### config.mk
export PLATFORM = sky130hd
export DESIGN_NAME = sha256_padder_flat
export DESIGN_NICKNAME = d
export VERILOG_FILES = /design/src/rtl/sha256_padder_pkg.sv /design/src/rtl/sha256_padder_if.sv /design/src/rtl/sha256_padder.sv /design/src/flat_wrapper.sv
export SDC_FILE = /design/constraint.sdc
export NUM_CORES = 1
export LEC_CHECK = 0
export ABC_AREA = 1
export BUFFER_PORTS_ARGS = -buffer_cell sky130_fd_sc_hd__buf_2
export CORE_UTILIZATION = 29
export CTS_BUF_LIST = sky130_fd_sc_hd__clkbuf_4 sky130_fd_sc_hd__clkbuf_8
export CTS_CLUSTER_SIZE = 16
export DETAILED_ROUTE_END_ITERATION = 12
export PLACE_DENSITY = 0.46
export SLEW_MARGIN = 20
export SYNTH_ARGS = -nofsm -noshare
export SYNTH_HDL_FRONTEND = slang
export SYNTH_SLANG_ARGS = --single-unit
### constraint.sdc
create_clock -name i_clk -period 2.45 [get_ports i_clk]
set_input_delay 0.1225 -clock i_clk [delete_from_list [all_inputs] [get_ports i_clk]]
set_output_delay 0.1225 -clock i_clk [all_outputs]
set_load 0.005 [all_outputs]
### src/rtl/sha256_padder_pkg.sv
// sha256_padder_pkg: shared types and helpers for the SHA-256 message padder.
//   state_t     : padder FSM states
//   BLOCK_WORDS : 32-bit words per 512-bit block
//   PAD_WORD    : a word holding only the 0x80 terminator byte
//   pad_word()  : keeps the valid leading bytes of a partial word and inserts 0x80
package sha256_padder_pkg;

  typedef enum logic {ST_FILL, ST_EMIT} state_t;

  localparam int          BLOCK_WORDS = 16;
  localparam logic [31:0] PAD_WORD    = 32'h8000_0000;

  // bytes is the number of valid MSB-aligned bytes (0-3); the byte right after
  // them becomes 0x80 and everything below is cleared.
  function automatic logic [31:0] pad_word(input logic [31:0] data,
                                           input logic [2:0]  bytes);
    case (bytes)
      3'd0:    pad_word = PAD_WORD;
      3'd1:    pad_word = {data[31:24], 24'h80_0000};
      3'd2:    pad_word = {data[31:16], 16'h8000};
      3'd3:    pad_word = {data[31:8],  8'h80};
      default: pad_word = data;
    endcase
  endfunction

endpackage

### src/rtl/sha256_padder_if.sv
// sha256_padder_if: message word stream in, padded 512-bit block stream out.
//   in_valid/in_ready/in_data/in_bytes/in_last : 32-bit big-endian message beats
//   blk_valid/blk_ready/blk_data/blk_first/blk_last : padded blocks
//   modport slave  : padder side
//   modport master : producer/consumer side
interface sha256_padder_if;
  logic         in_valid;
  logic         in_ready;
  logic [31:0]  in_data;
  logic [2:0]   in_bytes;
  logic         in_last;
  logic         blk_valid;
  logic         blk_ready;
  logic [511:0] blk_data;
  logic         blk_first;
  logic         blk_last;

  modport slave (
    input  in_valid, in_data, in_bytes, in_last, blk_ready,
    output in_ready, blk_valid, blk_data, blk_first, blk_last
  );

  modport master (
    output in_valid, in_data, in_bytes, in_last, blk_ready,
    input  in_ready, blk_valid, blk_data, blk_first, blk_last
  );
endinterface

### src/rtl/sha256_padder.sv
// sha256_padder: collects 32-bit message words into 512-bit blocks and applies
// FIPS 180-4 padding (0x80 terminator, zero fill, 64-bit bit length).
//   i_clk   : clock
//   i_reset : synchronous active-high reset
//   s       : word stream in / block stream out (sha256_padder_if.slave)
//   o_err   : sticky protocol error (bad in_bytes), cleared only by reset
module sha256_padder
  import sha256_padder_pkg::*;
(
  input  logic            i_clk,
  input  logic            i_reset,
  sha256_padder_if.slave  s,
  output logic            o_err
);

  state_t             r_state;
  logic [3:0]         r_w;          // next word slot to fill
  logic [60:0]        r_cnt;        // message byte count
  logic               r_pend;       // a length-only extra block must follow
  logic               r_extra_w0;   // extra block starts with the 0x80 word
  logic               r_first_flag; // next block opens a message
  logic [15:0][31:0]  r_buf;
  logic               r_blk_first;
  logic               r_blk_last;
  logic               r_err;

  logic               w_beat;
  logic               w_bad;
  logic [2:0]         w_b;
  logic [60:0]        w_cnt_nxt;
  logic [63:0]        w_bitlen;
  logic [4:0]         w_p;
  logic [31:0]        w_pw;
  logic [15:0][31:0]  w_blk;

  assign s.in_ready  = (r_state == ST_FILL) && !i_reset;
  assign s.blk_valid = (r_state == ST_EMIT);
  assign s.blk_data  = r_buf;
  assign s.blk_first = r_blk_first;
  assign s.blk_last  = r_blk_last;
  assign o_err       = r_err;

  assign w_beat = s.in_valid && s.in_ready;
  // Only the last beat may be short, and never more than 4 bytes.
  assign w_bad  = (!s.in_last && s.in_bytes != 3'd4) || (s.in_bytes > 3'd4);
  assign w_b    = w_bad ? 3'd4 : s.in_bytes;

  assign w_cnt_nxt = r_cnt + 61'(w_b);
  assign w_bitlen  = {w_cnt_nxt, 3'b000};
  // Word that receives the 0x80 byte; 16 means it spills into the extra block.
  assign w_p       = (w_b == 3'd4) ? ({1'b0, r_w} + 5'd1) : {1'b0, r_w};
  assign w_pw      = (w_b == 3'd4) ? s.in_data : pad_word(s.in_data, w_b);

  // Final block image for a last beat landing in slot r_w.
  always_comb begin
    w_blk = '0;
    for (int i = 0; i < BLOCK_WORDS; i++) begin
      if (5'(i) < {1'b0, r_w})       w_blk[i] = r_buf[i];
      else if (5'(i) == {1'b0, r_w}) w_blk[i] = w_pw;
      else if (5'(i) == w_p)         w_blk[i] = PAD_WORD;
      else                           w_blk[i] = 32'h0;
    end
    if (w_p <= 5'd13) begin
      w_blk[14] = w_bitlen[63:32];
      w_blk[15] = w_bitlen[31:0];
    end
  end

  always_ff @(posedge i_clk) begin
    if (i_reset) begin
      r_state      <= ST_FILL;
      r_w          <= '0;
      r_cnt        <= '0;
      r_pend       <= 1'b0;
      r_extra_w0   <= 1'b0;
      r_first_flag <= 1'b1;
      r_buf        <= '0;
      r_blk_first  <= 1'b0;
      r_blk_last   <= 1'b0;
      r_err        <= 1'b0;
    end else begin
      if (w_beat && w_bad) r_err <= 1'b1;
      case (r_state)
        ST_FILL: if (w_beat) begin
          r_cnt <= w_cnt_nxt;
          if (s.in_last) begin
            r_buf       <= w_blk;
            r_state     <= ST_EMIT;
            r_blk_first <= r_first_flag;
            r_blk_last  <= (w_p <= 5'd13);
            r_pend      <= (w_p > 5'd13);
            r_extra_w0  <= (w_p == 5'd16);
          end else begin
            r_buf[r_w] <= s.in_data;
            if (r_w == 4'd15) begin
              r_state     <= ST_EMIT;
              r_blk_first <= r_first_flag;
              r_blk_last  <= 1'b0;
            end else begin
              r_w <= r_w + 4'd1;
            end
          end
        end
        ST_EMIT: if (s.blk_ready) begin
          if (r_pend) begin
            // Length block; r_cnt already holds the full message count.
            r_buf       <= '0;
            r_buf[0]    <= r_extra_w0 ? PAD_WORD : 32'h0;
            r_buf[14]   <= {r_cnt, 3'b000} >> 32;
            r_buf[15]   <= r_cnt[28:0] << 3;
            r_blk_first <= 1'b0;
            r_blk_last  <= 1'b1;
            r_pend      <= 1'b0;
          end else begin
            r_state <= ST_FILL;
            r_w     <= '0;
            if (r_blk_last) begin
              r_cnt        <= '0;
              r_first_flag <= 1'b1;
            end else begin
              r_first_flag <= 1'b0;
            end
          end
        end
        default: r_state <= ST_FILL;
      endcase
    end
  end

endmodule

### src/flat_wrapper.sv
// flat-port wrapper written by rule: the top's interface ports become plain ports
module sha256_padder_flat import sha256_padder_pkg::*;
  (i_clk, i_reset, o_err, s_in_valid, s_in_data, s_in_bytes, s_in_last, s_blk_ready, s_in_ready, s_blk_valid, s_blk_data, s_blk_first, s_blk_last);
  sha256_padder_if s_i ();
  input  logic i_clk;
  input  logic i_reset;
  output logic o_err;
  input wire logic [$bits(s_i.in_valid)-1:0] s_in_valid;
  input wire logic [$bits(s_i.in_data)-1:0] s_in_data;
  input wire logic [$bits(s_i.in_bytes)-1:0] s_in_bytes;
  input wire logic [$bits(s_i.in_last)-1:0] s_in_last;
  input wire logic [$bits(s_i.blk_ready)-1:0] s_blk_ready;
  output wire logic [$bits(s_i.in_ready)-1:0] s_in_ready;
  output wire logic [$bits(s_i.blk_valid)-1:0] s_blk_valid;
  output wire logic [$bits(s_i.blk_data)-1:0] s_blk_data;
  output wire logic [$bits(s_i.blk_first)-1:0] s_blk_first;
  output wire logic [$bits(s_i.blk_last)-1:0] s_blk_last;
  assign s_i.in_valid = s_in_valid;
  assign s_i.in_data = s_in_data;
  assign s_i.in_bytes = s_in_bytes;
  assign s_i.in_last = s_in_last;
  assign s_i.blk_ready = s_blk_ready;
  assign s_in_ready = s_i.in_ready;
  assign s_blk_valid = s_i.blk_valid;
  assign s_blk_data = s_i.blk_data;
  assign s_blk_first = s_i.blk_first;
  assign s_blk_last = s_i.blk_last;
  sha256_padder u_core (.i_clk(i_clk), .i_reset(i_reset), .s(s_i), .o_err(o_err));
endmodule
==> out/results.tsv <==
metric	value	unit
status	finished, final reports clean	
synth_fa_ha_area_share	0.406	%
min_period	2.43	ns
setup.worst_path.start_class	flop	
synth.distinct_cells	47	
total_leakage_power	15.3	nW
io_buffer_count	556	
synth-async-reset-ratio	0	%
hold_viol_final	0	
grt_max_degree	190	
fin_nets	4686	
design_area	0.0354	mm²
netlist_area	0.0265	mm²
pwr-share-seq	42.7	%
worstPathRequired	3.15	ns
num_vias	30800	
numCtsBuffers	106	
wl_met3	12400	µm
combPwrFrac	13.0	%
place.detailed.hpwl	111000	µm
cp_max_fo	15	
worstSetupEndpointType	flop	
vias_per_cell	5.23	
synth_area_per_cell	6.80	µm²
yosys.area_share.simple	25.6	%
synth_compound_area_share	21.6	%
max_cap_viol_count	0	
timing.final.crit_share	99.1	%
placementRows	110	
slowest_stage	nor2_1	
synth_cells	3899	
fmax	412	MHz
highest_layer	met5	
p_sw	6.89	mW
finClkSkew	0.0247	ns
power-per-cell-area	663	mW/mm²
cts_tree	built	
synth-seq-area-share	44.1	%
whs_path_depth	5	
ys_seq_elements	584	
fp.dieH	304	µm
ys.flop_type	dfxtp_1	
setup_viol	0	
rsz0062_at_grt	true	
wl_per_cell	25.6	µm
hold_slack	0.158	ns
synth_top_family_by_area	simple AND/OR/NAND/NOR gates	
synth.area.top_cells	dfxtp_1 (44%), nand2_1 (16%), a21oi_1 (13%), nor2_1 (6.1%), o21ai_0 (3.8%)	
multi_input_area	0.0131	mm²
cts_root_buf	clkbuf_8	
max_slew_margin	35.1	%
cts.sinks	584	
overflow	0	
htreeDepth	3	
hold_path_class	input pin to flop	
p_int	16.6	mW
routed_wl	151000	µm
seq_area	0.0117	mm²
syn_to_final_growth	33.7	%
netlist.area_leader.share	44.1	%
worst-slew-pin-transition	0.973	ns
grt_first_pass_wirelength	210000	µm
die_x	304	µm
place_area	0.0325	mm²
synth_edf_count	0	
grt_pass1_vias	28400	
drive_gt1_share	23.7	%
final-max-slew-violation-count	0	
fin_ws	0.0209	ns
clkTransAtPathRegs	0.07	ns
r2r_cells	7	
syn-num-nets	3947	
n_fill_cell	9815	
crit_top_cell	buf_4	
swShare	29.3	%
routedLengthMet1	63400	µm
drc_errors	0	
coreArea	0.0903	mm²
finalPower	23.5	mW
dp_slack	-0.0742	ns
ir_drop	0.000342	V
clkPwrFrac	44.3	%
crit_chain	buf_4 > nor2_2 > clkinvlp_4 > buf_4 > nor2_1 > a22oi_1 > a21oi_1	
grt_usage	31.2	%
synthTopCellsByCount	nand2_1 (1,101), a21oi_1 (663), dfxtp_1 (584), nor2_1 (431), o21ai_0 (202)	
antenna_left	0	
worst-setup-path-type	flop to flop	
drt-pass1-iter-count	7	
place_congestion	1.01	
synth_most_common_cell	nand2_1	
slowest_delay	0.55	ns
synth_top_area_cell	dfxtp_1	
synthMuxAreaShare	0.0378	%
ys_warn_count	0	
clockBufferDepth	3	
critPathArrivalTime	3.13	ns
clk_latency	0.78	ns
dieArea	0.0926	mm²
antenna_found_initial	9	
synth-xor-area-share	1.26	%
drt-initial-drc-count	2961	
final_util	39.2	%
wl_met2	67600	µm
io_pins	557	
start_util	29.3	%
## layout make-up
class                      count  area share [%]
multi-input combinational   2839            37.0
timing repair buffer         885            16.8
sequential                   584            33.0
antenna                        4          0.0283
clock buffer                 171            5.97
inverter                     222            2.38
tap                         1176            4.15
clock inverter                18           0.689
## metrics by stage
stage / instances / TNS [ns]
floorplan: 3899 / 0
global placement: 5664 / -0.201
detailed placement: 5664 / -0.144
CTS: 5892 / 0
global route: 5896 / -0.153
finish: 5899 / 0
## flip-flops by register name (all words and copies together), names as in the netlist
register / count
u_core.r_first_flag: 1
u_core.r_w: 4
u_core.s.blk_valid: 1
u_core.o_err: 1
u_core.s.blk_last: 1
u_core.r_extra_w0: 1
u_core.r_cnt: 61
u_core.s.blk_data: 512
u_core.r_pend: 1
u_core.s.blk_first: 1
## logic make-up after synthesis
family                   Yosys count
AND/OR/NAND/NOR                 1719
AO/OA/AOI/OAI                   1073
flip-flops                       584
buffers and inverters            476
XOR/XNOR                          38
adder cells (fa/ha/maj)            8
multiplexers                       1
## critical path: cells and delay by family (launching register included)
kind | cells | cell delay [ns]
buffers and inverters | 3 | 0.82
and+or+nand+nor | 2 | 0.77
DFF | 1 | 0.39
AOI/OAI and AO/OA | 2 | 0.37
## repair_timing
| action | in CTS | in global routing |
|---|---|---|
| hold endpoints to repair | 120 | 0 |
| gates resized for setup | 0 | 26 |
| hold buffers | 39 | 0 |
| buffers inserted | 0 | 2 |
| setup endpoints to repair | 0 | 69 |
## routing by layer
layer / track usage [%] / up-vias
li1: - / 14300
met1: 41.0 / 14700
met2: 48.7 / 1435
met3: 6.45 / 311
met4: 15.1 / 4
met5: 0 / -
## power by group through the flow
stage | clock (mW) | combinational (mW) | sequential, mW
after floorplan | 0 | 1.21 | 10.2
after global placement | 0 | 2.91 | 10.2
final | 10.4 | 3.05 | 10.0
after detailed placement | 0 | 2.91 | 10.2
after CTS | 10.6 | 2.97 | 10.0
after global routing | 11.1 | 3.19 | 10.0
## final timing paths
kind	from	to	slack [ns]
max	u_core.s.blk_valid$_SDFF_PP0_	u_core.s.blk_data[56]$_SDFFE_PP0P_	0.02
max reg2reg	u_core.s.blk_valid$_SDFF_PP0_	u_core.s.blk_data[56]$_SDFFE_PP0P_	0.02
min	s_in_valid	u_core.r_cnt[21]$_SDFFE_PP0P_	0.16
min reg2reg	u_core.s.blk_data[134]$_SDFFE_PP0P_	u_core.s.blk_data[134]$_SDFFE_PP0P_	0.46
## placed cells by master, fill, tap and decap left out, drive strengths merged, types with 39 or more instances in the layout
cell type	n
a21oi	664
a31oi	47
buf	845
clkbuf	172
dfxtp	584
dlygate4sd3	39
inv	221
nand2	1104
nand3	108
nor2	445
o21ai	254
No activity file was read; power rests on OpenSTA's default activity.
